==> config.mk <==
export PLATFORM = sky130hd
export DESIGN_NAME = lcd_timing_out
export DESIGN_NICKNAME = d
export VERILOG_FILES = /design/src/rtl/lcd_timing_out.sv
export SDC_FILE = /design/constraint.sdc
export NUM_CORES = 1
export LEC_CHECK = 0
export BUFFER_PORTS_ARGS = -buffer_cell sky130_fd_sc_hd__buf_4
export CAP_MARGIN = 25
export CORE_ASPECT_RATIO = 0.7
export CORE_MARGIN = 1.5
export CORE_UTILIZATION = 35
export DETAILED_ROUTE_END_ITERATION = 10
export PLACE_DENSITY = 0.58
export SYNTH_ARGS = -nofsm -noshare
export SYNTH_HDL_FRONTEND = slang
export SYNTH_SLANG_ARGS = --single-unit
==> constraint.sdc <==
create_clock -name clk -period 5.53 [get_ports clk]
set_clock_uncertainty 0.2 [all_clocks]
set_input_delay 0.553 -clock clk [delete_from_list [all_inputs] [get_ports clk]]
set_output_delay 0.553 -clock clk [all_outputs]
set_load 0.02 [all_outputs]
==> src/rtl/lcd_timing_out.sv <==
// RGB-LCD timing generator and output stage: H/V counters, sync/den generation,
// frame-buffer pixel request, RGB565 widening, test patterns and underflow flag.
module lcd_timing_out #(
    parameter int H_ACTIVE = 480,
    parameter int H_FP     = 2,
    parameter int H_SYNC   = 41,
    parameter int H_BP     = 2,
    parameter int V_ACTIVE = 272,
    parameter int V_FP     = 2,
    parameter int V_SYNC   = 10,
    parameter int V_BP     = 2,
    parameter int OUT_W    = 8,
    parameter bit HS_POL   = 1'b0,
    parameter bit VS_POL   = 1'b0
) (
    input  logic             clk,
    input  logic             reset,
    input  logic             en,
    input  logic [1:0]       mode,
    output logic             pix_req,
    input  logic [15:0]      pix_data,
    input  logic             pix_valid,
    output logic             frame_start,
    output logic             underflow,
    input  logic             underflow_clr,
    output logic [OUT_W-1:0] lcd_r,
    output logic [OUT_W-1:0] lcd_g,
    output logic [OUT_W-1:0] lcd_b,
    output logic             lcd_hsync,
    output logic             lcd_vsync,
    output logic             lcd_den
);

    localparam int H_TOTAL  = H_SYNC + H_BP + H_ACTIVE + H_FP;
    localparam int V_TOTAL  = V_SYNC + V_BP + V_ACTIVE + V_FP;
    localparam int HA_START = H_SYNC + H_BP;
    localparam int HA_END   = HA_START + H_ACTIVE;
    localparam int VA_START = V_SYNC + V_BP;
    localparam int VA_END   = VA_START + V_ACTIVE;
    localparam int HW       = $clog2(H_TOTAL);
    localparam int VW       = $clog2(V_TOTAL);

    typedef enum logic [1:0] {MODE_STREAM, MODE_BARS, MODE_SOLID, MODE_GRID} mode_e;
    typedef enum logic [1:0] {SRC_PATTERN, SRC_STREAM, SRC_SOLID} src_e;

    // ---------------- S0: counters ----------------
    logic [HW-1:0] h_q, h_d;
    logic [VW-1:0] v_q, v_d;
    mode_e         mode_q;
    logic          run, at_origin;

    assign run       = en & ~reset;
    assign at_origin = (h_q == '0) && (v_q == '0);

    // NOTE: every variable gets a default at the top of always_comb so no path infers a latch.
    always_comb begin
        h_d = h_q;
        v_d = v_q;
        if (!en) begin
            h_d = '0;
            v_d = '0;
        end else if (h_q == HW'(H_TOTAL - 1)) begin
            h_d = '0;
            v_d = (v_q == VW'(V_TOTAL - 1)) ? '0 : v_q + 1'b1;
        end else begin
            h_d = h_q + 1'b1;
        end
    end

    // NOTE: state registers use non-blocking assignment so all flops update together at the edge.
    always_ff @(posedge clk) begin
        if (reset) begin
            h_q    <= '0;
            v_q    <= '0;
            mode_q <= MODE_STREAM;
        end else begin
            h_q <= h_d;
            v_q <= v_d;
            if (run && at_origin) mode_q <= mode_e'(mode);
        end
    end

    logic hact, vact, den0, hs0, vs0;
    assign hact        = (h_q >= HW'(HA_START)) && (h_q < HW'(HA_END));
    assign vact        = (v_q >= VW'(VA_START)) && (v_q < VW'(VA_END));
    assign den0        = run & hact & vact;
    assign hs0         = run & (h_q < HW'(H_SYNC));
    assign vs0         = run & (v_q < VW'(V_SYNC));
    assign pix_req     = den0 & (mode_q == MODE_STREAM);
    assign frame_start = run & at_origin;

    // Pattern colours are full scale per channel, so 3 bits {R,G,B} describe them.
    logic [HW-1:0] x;
    logic [HW+2:0] x8;
    logic [3:0]    x_lo, y_lo;
    logic [2:0]    bar_idx, pat;
    src_e          src0;

    assign x    = h_q - HW'(HA_START);
    assign x8   = {x, 3'b000};
    assign x_lo = h_q[3:0] - 4'(HA_START);
    assign y_lo = v_q[3:0] - 4'(VA_START);

    always_comb begin
        bar_idx = 3'd0;
        for (int k = 1; k < 8; k++) begin
            if (x8 >= (HW+3)'(k * H_ACTIVE)) bar_idx = bar_idx + 3'd1;
        end
    end

    always_comb begin
        pat  = 3'b000;
        src0 = SRC_PATTERN;
        unique case (mode_q)
            MODE_STREAM: src0 = SRC_STREAM;
            MODE_SOLID:  src0 = SRC_SOLID;
            MODE_BARS:   pat  = bar_idx;
            MODE_GRID:   pat  = (x_lo == 4'd0 || y_lo == 4'd0) ? 3'b111 : 3'b000;
            default:     pat  = 3'b000;
        endcase
    end

    // ---------------- S1: timing/pattern stage ----------------
    logic s1_hs_q, s1_vs_q, s1_den_q;
    logic [2:0] s1_pat_q;
    src_e       s1_src_q;

    // NOTE: only control flops exist here (no memories), and each one is reset to its idle value.
    always_ff @(posedge clk) begin
        if (reset) begin
            s1_hs_q  <= 1'b0;
            s1_vs_q  <= 1'b0;
            s1_den_q <= 1'b0;
            s1_pat_q <= 3'b000;
            s1_src_q <= SRC_PATTERN;
        end else begin
            s1_hs_q  <= hs0;
            s1_vs_q  <= vs0;
            s1_den_q <= den0;
            s1_pat_q <= pat;
            s1_src_q <= src0;
        end
    end

    // ---------------- S2: pixel capture into output registers ----------------
    logic [OUT_W-1:0] wide_r, wide_g, wide_b, r_d, g_d, b_d;
    logic             uf_set, underflow_d;

    assign wide_r = OUT_W'(pix_data[15:11]) << (OUT_W - 5);
    assign wide_g = OUT_W'(pix_data[10:5])  << (OUT_W - 6);
    assign wide_b = OUT_W'(pix_data[4:0])   << (OUT_W - 5);

    always_comb begin
        r_d    = '0;
        g_d    = '0;
        b_d    = '0;
        uf_set = 1'b0;
        if (s1_den_q) begin
            unique case (s1_src_q)
                SRC_STREAM: begin
                    if (pix_valid) begin
                        r_d = wide_r;
                        g_d = wide_g;
                        b_d = wide_b;
                    end else begin
                        uf_set = 1'b1;
                    end
                end
                SRC_SOLID: begin
                    r_d = wide_r;
                    g_d = wide_g;
                    b_d = wide_b;
                end
                default: begin
                    r_d = {OUT_W{s1_pat_q[2]}};
                    g_d = {OUT_W{s1_pat_q[1]}};
                    b_d = {OUT_W{s1_pat_q[0]}};
                end
            endcase
        end
    end

    // A missing pixel wins over a simultaneous clear request.
    assign underflow_d = uf_set | (underflow & ~underflow_clr);

    always_ff @(posedge clk) begin
        if (reset) begin
            lcd_r     <= '0;
            lcd_g     <= '0;
            lcd_b     <= '0;
            lcd_hsync <= ~HS_POL;
            lcd_vsync <= ~VS_POL;
            lcd_den   <= 1'b0;
            underflow <= 1'b0;
        end else begin
            lcd_r     <= r_d;
            lcd_g     <= g_d;
            lcd_b     <= b_d;
            lcd_hsync <= s1_hs_q ? HS_POL : ~HS_POL;
            lcd_vsync <= s1_vs_q ? VS_POL : ~VS_POL;
            lcd_den   <= s1_den_q;
            underflow <= underflow_d;
        end
    end

endmodule

==> flow_results.org <==
** Critical path
- Required time worst endpoint :: 5500 ps
- The critical path is of the reg2reg type.
- Reg2reg start :: h_q[0]
- Crit path max fanout :: 5
- Crit path DAT :: 5090 ps
- STA classifies the critical path endpoint as a register.
- Launching element of the worst setup path :: h_q[0]
- STA classifies the critical path startpoint as a register.

** STA
- The number of pins with negative max-slew slack in the final report is 0.
- Setup repair after global routing left no endpoint under its margin.
- Final hold violation count :: 0
- Headroom to the max-slew limit came out at 63.7%.
- Peak Freq :: 195 MHz
- The worst path uses 92.6% of the clock period.
- Final hold analysis gives a worst-case slack of approximately 180 ps.
- Adding up every negative setup slack in the final design gives 0 ps.
- Shortest period the worst path allows :: 5120 ps
- At the pin with the least slew margin, the transition time is approximately 540 ps.
- Setup violations remaining at the end of the flow were counted as 0.

** Floorplanning
- The floorplan has 28 rows.
- Io pins :: 53
- Placeable Area :: about 8600 um^2
- The die is 82.6 um tall.
- Starting density of the core :: 36.8%
- The die covers around 9600 um^2.
- Die width :: 117 um

** Final layout
- Once layout is complete, the utilization of the core stands at 43.6%.
- Fraction of final layout cells with drive strength greater than 1 :: about a quarter
- 0 antenna diodes ended up in the layout.
- Layout overhead on the synthesized area :: 18.6%
- In the final design database the tool counted 441 nets.
- After the flow finishes, the layout carries non-filler instances totaling ~530.

** Synth
- Of all cell types, the one taking the most synthesized area is dfxtp_1.
- Proportion of netlist area held by the largest area contributor :: 32.8%
- Ys Warns :: 0
- Leading post-synthesis cells by instance count :: dfxtp_1, nor2_1, nand2_1, xor2_1
- After synthesis, the netlist uses between 70 and 80 different library cells.
- Yosys mapped a number of flops with a built-in enable equal to 0.
- Gate count of the mapped netlist :: 366
- For this run, asynchronously set or reset flops after synthesis account for 0%.
- Seq/Total Area, Yosys :: around a third
- The synthesized netlist occupies a cell area of 3170 um^2.
- Synthesized netlist net count :: 403
- Cell with the most instances after synthesis :: dfxtp_1
- By area the synthesized netlist is led by dfxtp_1, ha_1, xor2_1.
- Synthesis inferred 52 register bits.
- Flip-flop cell with the highest count after synthesis :: dfxtp_1
- Dividing the synthesized area by the synthesized cell count gives 8.66 um^2.

** Detailed routing
- DRT Pass-1 Iters :: 4
- Violation count after the first detailed-route iteration :: between 100 and 150
- Routed WL :: approximately 7.2 mm
- Using the TritonRoute via totals, the vias-per-cell ratio works out to 5.01.
- After detailed routing, the average wire length per cell comes to roughly 14 um.
- Antenna viol nets, final :: 0
- For this run, design rule violations remaining after detail routing come to 0.
- Via count :: approximately 2600

** Min path
- Worst Hold Launch :: s1_vs_q
- Path class of the lowest-slack min-delay path :: reg2reg

** Clock network
- Counting along the longest clock path gives a buffer depth of 2.
- Hold repair after CTS inserted 0 buffers.
- TritonCTS built the clock tree.
- Counting every sink on the clock net gives 52.
- Setup bufs post-CTS :: 0
- Once the clock tree was built, the resizer swapped 0 gates to a different size.
- Counting the buffers created by CTS gives 5.
- The cell sitting at the root of the clock tree is a clkbuf_16.
- Clock latency on the worst-skew pair :: 290 ps
- Depth of the CTS H-tree :: 2
- Clock-pin slew was measured on the worst setup and hold paths at 70 ps.

** Job
- Max-cap violations in this run came to 0.

** Power and ir drop
- Power spread over the standard cell area amounts to ~190 nW/um^2.
- The design draws 0.727 mW.
- Peak VDD IR :: 0.153 mV
- In this run the static leakage power is 1.74 nW.

** Run status
- The run finished with clean final reports.

** Placement
- Final weighted congestion in routability-driven placement :: 0.872
- Half-perimeter wire length after detailed placement :: 5.54 mm
- IO buf count :: 52
- Counting tap cells, the placed design contains a total of approximately 520 instances.

** Global routing
- The number of antenna violations at the first check in global routing was 0.
- GR Util All Layers :: 15.4%
- Grt total ovfl :: 0
- Maximum number of pins on one net before global-route repair :: 20
- The first global-routing pass estimated 11.8 mm of wire.
- Vias in the first global route :: 2470
worst max-delay path, cell delays in order, from the launching register on:
cell and delay [ps]:
dfxtp_1 310, ha_1 260, o211ai_2 250, nand3_4 130, a2111oi_4 420, or2_1 210, nand2_1 90, or3_1 380
ha_1 340, xor2_1 170, ha_1 290, nand2_1 90, o21ai_0 110, ha_1 320, nor2b_1 40, a222oi_1 280
o21ai_1 150, a21oi_1 140, ha_1 160, nand2_1 60, xnor3_1 350, xor2_1 180, o21ai_1 70
power by group:
group,internal (mW),total [mW],switching (mW),leakage (nW)
registers,0.378,0.381,0.00248,0.421
clock network,0.169,0.309,0.140,0.0702
logic,0.0196,0.0378,0.0181,1.25
total,0.567,0.727,0.160,1.74
area by class of cell:
| type | instances | area (um^2) |
|---|---|---|
| clock buffer | 5 | 125 |
| timing repair buffer | 63 | 473 |
| sequential | 52 | 1040 |
| clock inverter | 3 | 21.3 |
| fill | 864 | 4860 |
| tap | 120 | 150 |
| inverter | 17 | 63.8 |
| multi-input combinational | 265 | 1880 |
logic make-up (layout without fill, tap and decap cells):
logic type | count (synthesis) | count (layout) | synth area share, %
xor gates and xnor gates | 28 | 28 | 9.00
AOI/OAI and AO/OA | 79 | 79 | 18.1
and+or+nand+nor | 140 | 140 | 25.5
buffers and inverters | 49 | 88 | 7.70
muxes | 4 | 4 | 1.30
adders and majority gates | 14 | 14 | 5.53
DFF | 52 | 52 | 32.8
state kept, by name (all words and copies together) (netlist names), 2 cells and up:
name      cells
v_q           9
mode_q        2
lcd_b         6
lcd_g         7
h_q          10
s1_pat_q      3
lcd_r         6
s1_src_q      2
path summary, 6_finish.rpt:
check / to / slack [ps] / depth (start not counted)
setup / recovery: s1_pat_q[2] / 410 / 22
hold / removal: lcd_vsync / 180 / 1
setup reg to reg: s1_pat_q[2] / 410 / 22
hold reg to reg: lcd_vsync / 180 / 1
routing by layer:
metal	global-route usage, %	up-vias	routed length, um
met5	0	-	0
met4	2.89	0	52
met3	2.70	5	387
met2	23.6	64	2990
met1	22.6	1211	3800
li1	-	1348	-
layout by cell type (no fill, tap or decap), types with 11 or more instances in the layout:
master,n
nand2_1,22
nor2_1,28
xor2_1,17
nand3_1,13
a21o_1,16
inv_1,16
a21oi_1,16
o21ai_0,11
buf_4,63
dfxtp_1,52
ha_1,14
metrics by stage:
step | instance area (um^2) | setup slack, ps
floorplan | 3170 | 550
global placement | 3610 | 559
detailed placement | 3610 | 467
CTS | 3760 | 418
global route | 3760 | 45.9
finish | 3760 | 410
Power figures use the tool's default switching activity.
